**src/rtl/vga_pkg.sv**
```systemverilog
// vga_pkg: shared definitions for the VGA raster generator.
//   - vga_timing_t      : one complete video-mode timing set
//   - VGA_1280x1024_60  : 108 MHz SXGA timing (default)
//   - VGA_640x480_60    : 25.175 MHz VGA timing
//   - pat_mode_e        : run-time test-pattern select
//   - BAR_* / bar_rgb3  : colour-bar palette as one bit per channel; the
//                         user replicates each bit CW times ("white" = all ones)
package vga_pkg;

  typedef struct packed {
    int unsigned h_disp;
    int unsigned h_front;
    int unsigned h_sync;
    int unsigned h_back;
    int unsigned v_disp;
    int unsigned v_front;
    int unsigned v_sync;
    int unsigned v_back;
    logic        hs_pol;
    logic        vs_pol;
  } vga_timing_t;

  localparam vga_timing_t VGA_1280x1024_60 = '{
    h_disp: 32'd1280, h_front: 32'd48, h_sync: 32'd112, h_back: 32'd248,
    v_disp: 32'd1024, v_front: 32'd1,  v_sync: 32'd3,   v_back: 32'd38,
    hs_pol: 1'b1,     vs_pol: 1'b1
  };

  localparam vga_timing_t VGA_640x480_60 = '{
    h_disp: 32'd640, h_front: 32'd16, h_sync: 32'd96, h_back: 32'd48,
    v_disp: 32'd480, v_front: 32'd10, v_sync: 32'd2,  v_back: 32'd33,
    hs_pol: 1'b0,    vs_pol: 1'b0
  };

  typedef enum logic [1:0] {
    PAT_BARS  = 2'd0,
    PAT_GRID  = 2'd1,
    PAT_GRAD  = 2'd2,
    PAT_SOLID = 2'd3
  } pat_mode_e;

  // {R,G,B} one bit per channel, scaled to CW bits by replication.
  localparam logic [2:0] BAR_WHITE   = 3'b111;
  localparam logic [2:0] BAR_YELLOW  = 3'b110;
  localparam logic [2:0] BAR_CYAN    = 3'b011;
  localparam logic [2:0] BAR_GREEN   = 3'b010;
  localparam logic [2:0] BAR_MAGENTA = 3'b101;
  localparam logic [2:0] BAR_RED     = 3'b100;
  localparam logic [2:0] BAR_BLUE    = 3'b001;
  localparam logic [2:0] BAR_BLACK   = 3'b000;

  function automatic logic [2:0] bar_rgb3(input logic [2:0] idx);
    logic [2:0] c;
    case (idx)
      3'd0:    c = BAR_WHITE;
      3'd1:    c = BAR_YELLOW;
      3'd2:    c = BAR_CYAN;
      3'd3:    c = BAR_GREEN;
      3'd4:    c = BAR_MAGENTA;
      3'd5:    c = BAR_RED;
      3'd6:    c = BAR_BLUE;
      default: c = BAR_BLACK;
    endcase
    return c;
  endfunction

endpackage

```
**src/rtl/vga_timing_core.sv**
```systemverilog
// vga_timing_core: raster counters plus registered sync / de / coordinates.
// Ports:
//   clk_vga, RST_N      pixel clock, async active-low reset
//   hcnt, vcnt          live counter values (for pattern logic upstream)
//   active              combinational active-video flag for hcnt/vcnt
//   hsync, vsync        registered sync outputs at the HS_POL/VS_POL level
//   de, pix_x, pix_y    registered data-enable and coordinates (0 in blanking)
//   frame_start         registered one-cycle pulse at pixel (0,0)
// All registered outputs lag hcnt/vcnt by exactly one cycle.
module vga_timing_core
  import vga_pkg::*;
#(
  parameter int H_DISP  = int'(VGA_1280x1024_60.h_disp),
  parameter int H_FRONT = int'(VGA_1280x1024_60.h_front),
  parameter int H_SYNC  = int'(VGA_1280x1024_60.h_sync),
  parameter int H_BACK  = int'(VGA_1280x1024_60.h_back),
  parameter int V_DISP  = int'(VGA_1280x1024_60.v_disp),
  parameter int V_FRONT = int'(VGA_1280x1024_60.v_front),
  parameter int V_SYNC  = int'(VGA_1280x1024_60.v_sync),
  parameter int V_BACK  = int'(VGA_1280x1024_60.v_back),
  parameter bit HS_POL  = 1'b1,
  parameter bit VS_POL  = 1'b1,
  parameter int XW      = $clog2(H_DISP + H_FRONT + H_SYNC + H_BACK),
  parameter int YW      = $clog2(V_DISP + V_FRONT + V_SYNC + V_BACK)
) (
  input  logic          clk_vga,
  input  logic          RST_N,
  output logic [XW-1:0] hcnt,
  output logic [YW-1:0] vcnt,
  output logic          active,
  output logic          hsync,
  output logic          vsync,
  output logic          de,
  output logic [XW-1:0] pix_x,
  output logic [YW-1:0] pix_y,
  output logic          frame_start
);

  localparam int H_TOTAL = H_DISP + H_FRONT + H_SYNC + H_BACK;
  localparam int V_TOTAL = V_DISP + V_FRONT + V_SYNC + V_BACK;

  localparam logic [XW-1:0] H_LAST   = XW'(H_TOTAL - 1);
  localparam logic [YW-1:0] V_LAST   = YW'(V_TOTAL - 1);
  localparam logic [XW-1:0] H_ACT    = XW'(H_DISP);
  localparam logic [YW-1:0] V_ACT    = YW'(V_DISP);
  localparam logic [XW-1:0] HS_FIRST = XW'(H_DISP + H_FRONT);
  localparam logic [XW-1:0] HS_LAST  = XW'(H_DISP + H_FRONT + H_SYNC - 1);
  localparam logic [YW-1:0] VS_FIRST = YW'(V_DISP + V_FRONT);
  localparam logic [YW-1:0] VS_LAST  = YW'(V_DISP + V_FRONT + V_SYNC - 1);

  logic [XW-1:0] hcnt_r;
  logic [YW-1:0] vcnt_r;
  logic          active_s;
  logic          hs_act_s;
  logic          vs_act_s;
  logic          first_s;

  // Raster position counters; vcnt advances on the last pixel of each line.
  always_ff @(posedge clk_vga or negedge RST_N) begin
    if (!RST_N) begin
      hcnt_r <= {XW{1'b0}};
      vcnt_r <= {YW{1'b0}};
    end else if (hcnt_r == H_LAST) begin
      hcnt_r <= {XW{1'b0}};
      vcnt_r <= (vcnt_r == V_LAST) ? {YW{1'b0}} : vcnt_r + {{(YW-1){1'b0}}, 1'b1};
    end else begin
      hcnt_r <= hcnt_r + {{(XW-1){1'b0}}, 1'b1};
    end
  end

  // Window decode for the current counter values.
  always_comb begin
    active_s = (hcnt_r < H_ACT) && (vcnt_r < V_ACT);
    hs_act_s = (hcnt_r >= HS_FIRST) && (hcnt_r <= HS_LAST);
    vs_act_s = (vcnt_r >= VS_FIRST) && (vcnt_r <= VS_LAST);
    first_s  = (hcnt_r == {XW{1'b0}}) && (vcnt_r == {YW{1'b0}});
  end

  // Registered timing outputs, one cycle behind the counters.
  always_ff @(posedge clk_vga or negedge RST_N) begin
    if (!RST_N) begin
      hsync       <= ~HS_POL;
      vsync       <= ~VS_POL;
      de          <= 1'b0;
      pix_x       <= {XW{1'b0}};
      pix_y       <= {YW{1'b0}};
      frame_start <= 1'b0;
    end else begin
      hsync       <= hs_act_s ? HS_POL : ~HS_POL;
      vsync       <= vs_act_s ? VS_POL : ~VS_POL;
      de          <= active_s;
      pix_x       <= active_s ? hcnt_r : {XW{1'b0}};
      pix_y       <= active_s ? vcnt_r : {YW{1'b0}};
      frame_start <= first_s;
    end
  end

  assign hcnt   = hcnt_r;
  assign vcnt   = vcnt_r;
  assign active = active_s;

endmodule

```
**src/rtl/vga_timing_pattern_gen.sv**
```systemverilog
// vga_timing_pattern_gen: VGA raster generator with run-time test patterns.
// Ports:
//   clk_vga, RST_N                  pixel clock, async active-low reset
//   mode[1:0]                       0 bars, 1 grid, 2 gradient, 3 solid;
//                                   taken at the start of each frame
//   solid_rgb[3*CW-1:0]             {R,G,B} for solid mode, sampled per pixel
//   VGA_HSYNC, VGA_VSYNC            sync outputs
//   VGA_RED/GREEN/BLUE[CW-1:0]      pixel colour, 0 outside active video
//   de, pix_x, pix_y, frame_start   active flag, coordinates, frame pulse
// Every output is registered and aligned to the same counter values.
module vga_timing_pattern_gen
  import vga_pkg::*;
#(
  parameter int H_DISP   = int'(VGA_1280x1024_60.h_disp),
  parameter int H_FRONT  = int'(VGA_1280x1024_60.h_front),
  parameter int H_SYNC   = int'(VGA_1280x1024_60.h_sync),
  parameter int H_BACK   = int'(VGA_1280x1024_60.h_back),
  parameter int V_DISP   = int'(VGA_1280x1024_60.v_disp),
  parameter int V_FRONT  = int'(VGA_1280x1024_60.v_front),
  parameter int V_SYNC   = int'(VGA_1280x1024_60.v_sync),
  parameter int V_BACK   = int'(VGA_1280x1024_60.v_back),
  parameter bit HS_POL   = 1'b1,
  parameter bit VS_POL   = 1'b1,
  parameter int CW       = 4,
  parameter int GRID     = 64,
  parameter int GR_SHIFT = 4,
  parameter int XW       = $clog2(H_DISP + H_FRONT + H_SYNC + H_BACK),
  parameter int YW       = $clog2(V_DISP + V_FRONT + V_SYNC + V_BACK)
) (
  input  logic            clk_vga,
  input  logic            RST_N,
  input  logic [1:0]      mode,
  input  logic [3*CW-1:0] solid_rgb,
  output logic            VGA_HSYNC,
  output logic            VGA_VSYNC,
  output logic [CW-1:0]   VGA_RED,
  output logic [CW-1:0]   VGA_GREEN,
  output logic [CW-1:0]   VGA_BLUE,
  output logic            de,
  output logic [XW-1:0]   pix_x,
  output logic [YW-1:0]   pix_y,
  output logic            frame_start
);

  localparam int H_TOTAL = H_DISP + H_FRONT + H_SYNC + H_BACK;
  localparam int BAR_W   = H_DISP / 8;
  localparam int BPW     = $clog2(BAR_W + 1);

  localparam logic [XW-1:0]  H_LAST   = XW'(H_TOTAL - 1);
  localparam logic [BPW-1:0] BAR_LAST = BPW'(BAR_W - 1);
  localparam logic [XW-1:0]  X_EDGE   = XW'(H_DISP - 1);
  localparam logic [YW-1:0]  Y_EDGE   = YW'(V_DISP - 1);
  localparam logic [XW-1:0]  GMASK_X  = XW'(GRID - 1);
  localparam logic [YW-1:0]  GMASK_Y  = YW'(GRID - 1);

  logic [XW-1:0]   hcnt_s;
  logic [YW-1:0]   vcnt_s;
  logic            active_s;
  logic            first_s;
  pat_mode_e       mode_r;
  pat_mode_e       eff_mode_s;
  logic [BPW-1:0]  bar_px_r;
  logic [2:0]      bar_idx_r;
  logic            on_grid_s;
  logic [CW-1:0]   grad_s;
  logic [3*CW-1:0] rgb_s;
  logic [3*CW-1:0] rgb_r;

  function automatic logic [3*CW-1:0] expand3(input logic [2:0] c);
    return {{CW{c[2]}}, {CW{c[1]}}, {CW{c[0]}}};
  endfunction

  vga_timing_core #(
    .H_DISP (H_DISP),  .H_FRONT(H_FRONT), .H_SYNC(H_SYNC), .H_BACK(H_BACK),
    .V_DISP (V_DISP),  .V_FRONT(V_FRONT), .V_SYNC(V_SYNC), .V_BACK(V_BACK),
    .HS_POL (HS_POL),  .VS_POL (VS_POL),  .XW    (XW),     .YW    (YW)
  ) u_core (
    .clk_vga    (clk_vga),
    .RST_N      (RST_N),
    .hcnt       (hcnt_s),
    .vcnt       (vcnt_s),
    .active     (active_s),
    .hsync      (VGA_HSYNC),
    .vsync      (VGA_VSYNC),
    .de         (de),
    .pix_x      (pix_x),
    .pix_y      (pix_y),
    .frame_start(frame_start)
  );

  // The first pixel of a frame already uses the incoming mode, so the mode
  // register and the frame it governs switch on the same cycle.
  always_comb begin
    first_s = (hcnt_s == {XW{1'b0}}) && (vcnt_s == {YW{1'b0}});
    if (first_s) begin
      eff_mode_s = pat_mode_e'(mode);
    end else begin
      eff_mode_s = mode_r;
    end
  end

  // Frame-synchronous mode latch.
  always_ff @(posedge clk_vga or negedge RST_N) begin
    if (!RST_N) begin
      mode_r <= PAT_BARS;
    end else if (first_s) begin
      mode_r <= pat_mode_e'(mode);
    end
  end

  // Bar position without a divider: count pixels within a bar and step the
  // bar index each BAR_W pixels; both read 0 whenever hcnt is 0.
  always_ff @(posedge clk_vga or negedge RST_N) begin
    if (!RST_N) begin
      bar_px_r  <= {BPW{1'b0}};
      bar_idx_r <= 3'd0;
    end else if (hcnt_s == H_LAST) begin
      bar_px_r  <= {BPW{1'b0}};
      bar_idx_r <= 3'd0;
    end else if (bar_px_r == BAR_LAST) begin
      bar_px_r  <= {BPW{1'b0}};
      bar_idx_r <= bar_idx_r + 3'd1;
    end else begin
      bar_px_r  <= bar_px_r + {{(BPW-1){1'b0}}, 1'b1};
    end
  end

  // Pattern selection for the current counter position.
  always_comb begin
    on_grid_s = ((hcnt_s & GMASK_X) == {XW{1'b0}}) ||
                ((vcnt_s & GMASK_Y) == {YW{1'b0}}) ||
                (hcnt_s == X_EDGE) || (vcnt_s == Y_EDGE);
    grad_s    = CW'(hcnt_s >> GR_SHIFT);
    rgb_s     = {(3*CW){1'b0}};
    case (eff_mode_s)
      PAT_BARS:  rgb_s = expand3(bar_rgb3(bar_idx_r));
      PAT_GRID:  rgb_s = on_grid_s ? {(3*CW){1'b1}} : {(3*CW){1'b0}};
      PAT_GRAD:  rgb_s = {grad_s, grad_s, grad_s};
      PAT_SOLID: rgb_s = solid_rgb;
      default:   rgb_s = {(3*CW){1'b0}};
    endcase
  end

  // Colour output register, blanked outside active video.
  always_ff @(posedge clk_vga or negedge RST_N) begin
    if (!RST_N) begin
      rgb_r <= {(3*CW){1'b0}};
    end else begin
      rgb_r <= active_s ? rgb_s : {(3*CW){1'b0}};
    end
  end

  assign VGA_RED   = rgb_r[3*CW-1:2*CW];
  assign VGA_GREEN = rgb_r[2*CW-1:CW];
  assign VGA_BLUE  = rgb_r[CW-1:0];

endmodule

```
**config.mk**
```make
export PLATFORM = sky130hd
export DESIGN_NAME = vga_timing_pattern_gen
export DESIGN_NICKNAME = d
export VERILOG_FILES = /design/src/rtl/vga_pkg.sv /design/src/rtl/vga_timing_core.sv /design/src/rtl/vga_timing_pattern_gen.sv
export SDC_FILE = /design/constraint.sdc
export NUM_CORES = 1
export LEC_CHECK = 0
export CORE_ASPECT_RATIO = 2
export CORE_UTILIZATION = 51
export CTS_BUF_LIST = sky130_fd_sc_hd__clkbuf_2
export DETAILED_ROUTE_END_ITERATION = 8
export PLACE_DENSITY = 0.84
export SYNTH_ARGS = -nofsm -noshare
export SYNTH_HDL_FRONTEND = slang
export SYNTH_SLANG_ARGS = --single-unit
```
**constraint.sdc**
```tcl
create_clock -name clk_vga -period 2.11 [get_ports clk_vga]
set_clock_uncertainty 0.15 [all_clocks]
set_input_delay 0.422 -clock clk_vga [delete_from_list [all_inputs] [get_ports clk_vga]]
set_output_delay 0.422 -clock clk_vga [all_outputs]
set_load 0.05 [all_outputs]
```
==> summary.txt, run 1 <==
STA
  • Final Hold Viols: 0
  • Relative slew margins: 65.08%
  • Final setup fails: 6
  • Final worst slack: -54.41 ps
  • Worst slew pin tran: 525.9 ps
  • WHS: 276.7 ps
  • Achievable Freq: approximately 460 MHz
  • Final TNS setup: -206.9 ps
  • Final period utilization: 102.6%
  • Min cycle time layout: 2164 ps
  • Max Slew Vio Count: 0
  • RSZ-0062 raised after global routing: true

Clocking
  • Clock slew at reported path FFs: roughly 190 ps
  • CTS tree: yes
  • Clock tree buffer depth: 2
  • Clock latency at the later pin of the worst-skew pair: approximately 520 ps
  • # clock sinks: 73
  • H-tree depth: 3
  • Clock buffer count from CTS: 9
  • Root Buffer Master: clkbuf_2

Final layout
  • Nets: 507
  • Multi-input gate area: 0.001951 mm^2
  • Final core occ: 71.99%
  • # fillers: 512
  • Area growth from synthesis to layout: 34.90%
  • Share of layout cells above drive strength 1: 26.39%
  • Seq. cell area: 0.001827 mm^2
  • Non-Filler Instances: ~580

Synthesis
  • Post-synth top cells: dfrtp_1 (73), a21oi_1 (29), nand2_1 (27), nor2_1 (26), a221oi_1 (24)
  • Top cells by area, synth: dfrtp_1 (49%), a221oi_1 (5.6%), a21oi_1 (3.9%)
  • Yosys warning count: 0
  • Top cell type's share of synthesized area: between 40% and 50%
  • Synthesized flop and latch total: 73
  • Syn nets: ~410
  • Ys async rst share: 100.0%
  • Cell Area, Synth: 0.003732 mm^2
  • Post-Syn Instances: 381
  • Ys flop type: dfrtp_1
  • Most common cell in the netlist: dfrtp_1
  • Post-synth EDFFs: 0
  • Avg Cell Area, Syn: 9.796 um^2
  • Post-synth top area cell: dfrtp_1
  • Sequential element share of the synthesized area: between 40% and 50%
  • Yosys cell types: 47

Setup path
  • Setup crit end kind: flip-flop
  • Startpoint Class: flip-flop
  • Setup Crit Path Kind: reg2reg
  • Critical path arrival: 2410 ps
  • Worst Path Required: between 2000 and 2500 ps
  • Worst-path fanout max: 5

Routing
  • Vias per cell: 5.988
  • WL final: just over 10 mm
  • DRC: 0
  • WL/cell: roughly 17 um
  • Iteration-0 DRC Markers: 238
  • ANT nets after route: 0
  • Vias: 3,449
  • Drt first pass iters: 4

Floorplanning
  • Io pins: 54
  • Die area: 0.007685 mm^2
  • Die width: 62.49 um
  • Starting density of the core: 53.36%
  • Core Rows: 43
  • Core area: 0.006994 mm^2
  • Die Span Y: around 120 um

Min path
  • Min-delay worst type: in2async

Power and ir drop
  • Peak VDD IR: about 0.00042 V
  • Pwr dens: about 460 mW/mm^2
  • Leakage Power: 2.324 nW

Global route
  • Largest net degree at the start of global routing: 74
  • Vias in the first global route: between 3,000 and 4,000
  • GRT Overall Usage: 26.15%
  • First-pass GRT wire length: 15.19 mm
  • Grt ovf: 0
  • Initial antenna violation count: 1

Outcome
  • Outcome: finished with violations
  • Failing checks: setup timing

Job
  • Maxcap violations: 0

Placed design
  • Placer congestion estimate: slightly below 0.9
  • Dpl hpwl: 6.828 mm
  • Port bufs: 53
  • Placed Instances: approximately 550
==> state kept, by name, summed over array words and instances, names as in the netlist, 2 cells and up <==
name          flops
mode_r            2
bar_idx_r         3
u_core.vcnt      11
rgb_r            12
bar_px_r          8
u_core.pix_x     11
u_core.pix_y     11
u_core.hcnt      11
==> timing repair <==
item | 4_1_cts | 5_1_grt
hold endpoints to repair | 73 | 0
pin swaps | 4 | 9
setup endpoints to repair | 43 | 25
resized for setup | 44 | 43
hold buffers | 1 | 0
setup buffers | 3 | 3
==> layout by cell type, fill, tap and decap left out, drive strengths merged, types with 2 or more instances in the layout <==
master	netlist	layout
a21oi	29	29
a221oi	24	24
a31oi	2	2
and2	22	22
and3	19	19
and4	3	3
buf	14	67
clkbuf	11	12
clkdlybuf4s50	0	14
clkinv	1	4
dfrtp	73	73
dlygate4sd2	0	31
ha	11	11
inv	16	16
nand2	28	28
nand3	20	20
nand4	3	3
nor2	26	26
nor2b	5	5
nor3	4	4
nor4	4	4
o2111ai	2	2
o211ai	5	5
o21ai	22	22
o31ai	6	6
or3	2	2
xnor2	9	9
xor2	7	7
==> report_power, final <==
group	switching (mW)	total [mW]	internal, mW
Clock	0.466	0.627	0.160
Combinational	0.156	0.255	0.0994
Sequential	0.00710	1.42	1.42
==> worst max-delay path: stages, from the launching register on <==
cell and delay (ps):
dfrtp_1 420, inv_1 60, ha_1 140, nor4b_4 240, and4_4 310, nand3_1 250
o21ai_1 340, a221oi_2 130
==> metrics by stage <==
step | cell area [um^2] | setup WS (ps) | total power [mW]
2_1_floorplan | 3732 | 3.496 | 1.562
3_3_place_gp | 4649 | 15.65 | 1.671
3_5_place_dp | 4649 | -91.72 | 1.674
4_1_cts | 4775 | 6.171 | 2.283
5_1_grt | 5035 | -143.2 | 2.383
6_report | 5035 | -54.41 | 2.305
==> per-layer routing <==
layer	wire [um]	GRT usage, %	up-vias	share of wire (%)
met5	0	0	-	0
met4	495	20.06	0	4.9
met3	444	4.059	45	4.4
met2	5710	47.83	145	57
met1	3407	26.16	1689	34
li1	-	-	1570	-
==> kinds of logic (layout without fill, tap and decap cells) <==
logic type | count (synthesis) | count (layout) | synth area share, %
simple gates | 141 | 141 | 20.62
mux | 2 | 2 | 0.5699
flops | 73 | 73 | 48.94
fa+ha+maj | 11 | 11 | 3.688
other cells | 1 | 2 | 0.1005
compound gates | 95 | 95 | 16.59
xor+xnor | 16 | 16 | 3.755
buf+inv | 42 | 146 | 5.733
==> worst paths after layout <==
| path | from | end | slack (ps) | depth (start not counted) |
|---|---|---|---|---|
| worst min-delay path | RST_N | u_core.hcnt[7] | 280 | 3 |
| min in group clk_vga | bar_px_r[0] | bar_px_r[0] | 340 | 1 |
| worst max-delay path | u_core.hcnt[0] | rgb_r[0] | -50 | 7 |
| worst min register to register | bar_px_r[0] | bar_px_r[0] | 340 | 1 |
| max in group asynchronous | RST_N | rgb_r[3] | 1210 | 3 |
| worst max register to register | u_core.hcnt[0] | rgb_r[0] | -50 | 7 |
==> final cells by class <==
| cell class | instances | share of cell area [%] |
|---|---|---|
| Timing Repair Buffer | 113 | 19.73 |
| Tap cell | 90 | 2.237 |
| Antenna cell | 1 | 0.04970 |
| Clock inverter | 4 | 0.3976 |
| Clock buffer | 12 | 1.193 |
| Inverter | 17 | 1.367 |
| Sequential cell | 73 | 36.28 |
| Multi-Input combinational cell | 266 | 38.74 |
No activity file was read; power rests on OpenSTA's default activity.
==> inputs of run 2 (changes only) <==
==> constraint.sdc (replaced) <==
create_clock -name clk_vga -period 1.9 [get_ports clk_vga]
set_clock_uncertainty 0.15 [all_clocks]
set_input_delay 0.38 -clock clk_vga [delete_from_list [all_inputs] [get_ports clk_vga]]
set_output_delay 0.38 -clock clk_vga [all_outputs]
set_load 0.05 [all_outputs]
==> summary.txt, run 2 (same netlist as run 1, synthesis figures left out) <==
Routing
  • ANT nets after route: 0
  • Iteration-0 DRC Markers: 386
  • Vias: 3,688
  • Vias per cell: 6.116
  • DRC: 0
  • WL final: around 12 mm
  • WL/cell: 19.54 um
  • Drt first pass iters: 6

STA
  • Final setup fails: 40
  • Min cycle time layout: 2270 ps
  • Relative slew margins: ~67%
  • Max Slew Vio Count: 0
  • Achievable Freq: 440.6 MHz
  • Final period utilization: 119.5%
  • Worst slew pin tran: 502.3 ps
  • WHS: ~130 ps
  • Final Hold Viols: 0
  • RSZ-0062 raised after global routing: true
  • Final worst slack: -369.6 ps

Global route
  • Vias in the first global route: approximately 3,500
  • Largest net degree at the start of global routing: 30
  • GRT Overall Usage: 28.05%
  • Initial antenna violation count: 1
  • Grt ovf: 0
  • First-pass GRT wire length: 16.30 mm

Setup path
  • FF-to-FF setup slack: -370 ps
  • Worst Setup EP: rgb_r[10]
  • Worst-path fanout max: 13
  • Critical path arrival: 2580 ps
  • Setup Crit Path Kind: reg2reg
  • Worst r2r dst: rgb_r[10]
  • Startpoint Class: flip-flop
  • Crit path launch: u_core.hcnt[1]
  • Worst Path Required: 2210 ps
  • R2R cell count: 8
  • Setup crit end kind: flip-flop
  • RR Startpoint: u_core.hcnt[1]

Power and ir drop
  • Leakage Power: between 2 and 2.5 nW
  • Power Total: 2.616 mW
  • Peak VDD IR: 0.0004103 V
  • Pwr dens: 482.3 mW/mm^2

Placed design
  • DP Area: approximately 0.0048 mm^2
  • Dpl hpwl: 7.236 mm
  • Port bufs: 53
  • Placer congestion estimate: just over 0.9
  • Pre-CTS WS: -336.8 ps

Clocking
  • # clock sinks: between 70 and 80
  • Clock slew at reported path FFs: 200 ps
  • Clock latency at the later pin of the worst-skew pair: 570 ps
  • CTS tree: yes
  • Clock buffer count from CTS: 9
  • Clock tree buffer depth: 2
  • Root Buffer Master: clkbuf_2
  • H-tree depth: 3

Floorplanning
  • Core area: ~0.0070 mm^2
  • Core Rows: 43
  • Die width: 62.49 um
  • Starting density of the core: a little over half
  • Die area: ~0.0077 mm^2
  • Io pins: 54
  • Die Span Y: 123.0 um

Outcome
  • Failing checks: setup timing
  • Outcome: finished with violations

Final layout
  • Share of layout cells above drive strength 1: 40.04%
  • Area growth from synthesis to layout: 45.32%
  • Final core occ: 77.55%
  • Biggest register: rgb_r
  • Commonest non-fill, non-tap cell in the layout: buf_4
  • Commonest non-fill, non-tap cells in the layout: buf_4 (103), dfrtp_1 (73), a21oi_1 (27), nor2_1 (24), nand2_1 (23)
  • Cell area after layout: 0.005424 mm^2
  • Nets: 534
  • Max reg flops: 12

Min path
  • Min-delay worst type: in2async

Job
  • Maxcap violations: 0
-- run 2: cell count changes in the layout (fill, tap and decap cells not counted), sizes merged --
cell	change
buf	+58
dlygate4sd2	-31
clkbuf	-3
clkinv	+3
-- run 2: cell type report --
class                   instances  area, um^2
clock inverters                 7       37.54
flip-flops and latches         73        1827
multi-input cells             266        2079
diodes                          1       2.502
inverters                      17       76.32
repair buffers                140        1244
well taps                      90       112.6
fillers                       422        1570
clock buffers                   9       45.04
-- run 2: worst min path at each step --
stage | startpoint | end | slack (ps) | cells past startpoint
after floorplan | RST_N | bar_idx_r[0] | -70 | 0
after CTS | RST_N | rgb_r[10] | 150 | 2
final | RST_N | rgb_r[11] | 130 | 2
after global placement | RST_N | u_core.pix_y[4] | 220 | 1
after detailed placement | RST_N | rgb_r[11] | 220 | 1
after global routing | RST_N | u_core.pix_y[4] | 120 | 2
-- run 2: critical path: stages (launching register included) --
cell	delay, ps
dfrtp_1	440
inv_1	80
ha_2	170
nor4b_4	240
and4_4	320
nand3_2	100
buf_12	180
a221oi_1	380
a221oi_2	100
-- run 2: layer usage --
layer / up-vias / GRT usage, % / part of all wire [%] / wire length (um)
met5: - / 0 / 0 / 0
met4: 0 / 17.88 / 4.7 / 559
met3: 57 / 6.181 / 5.9 / 700
met2: 212 / 52.17 / 56 / 6654
met1: 1799 / 27.59 / 33 / 3871
li1: 1620 / - / - / -
-- run 2: where the power goes --
| part | internal, mW | total (mW) | switching, mW |
|---|---|---|---|
| combinational | 0.122 | 0.308 | 0.186 |
| clock | 0.156 | 0.725 | 0.569 |
| sequential | 1.57 | 1.58 | 0.00919 |
-- run 2: stage by stage --
stage / cells / TNS (ps)
2_1_floorplan: 381 / -1347
3_3_place_gp: 570 / -3083
3_5_place_dp: 570 / -4606
4_1_cts: 595 / -3486
5_1_grt: 603 / -10470
6_report: 603 / -6961
-- run 2: repair_timing --
item	in CTS	in global routing
gates resized for setup	39	50
endpoints found under the setup margin	29	56
hold buffers	1	0
buffers inserted	9	9
pin swaps	19	20
endpoints found under the hold margin	66	0
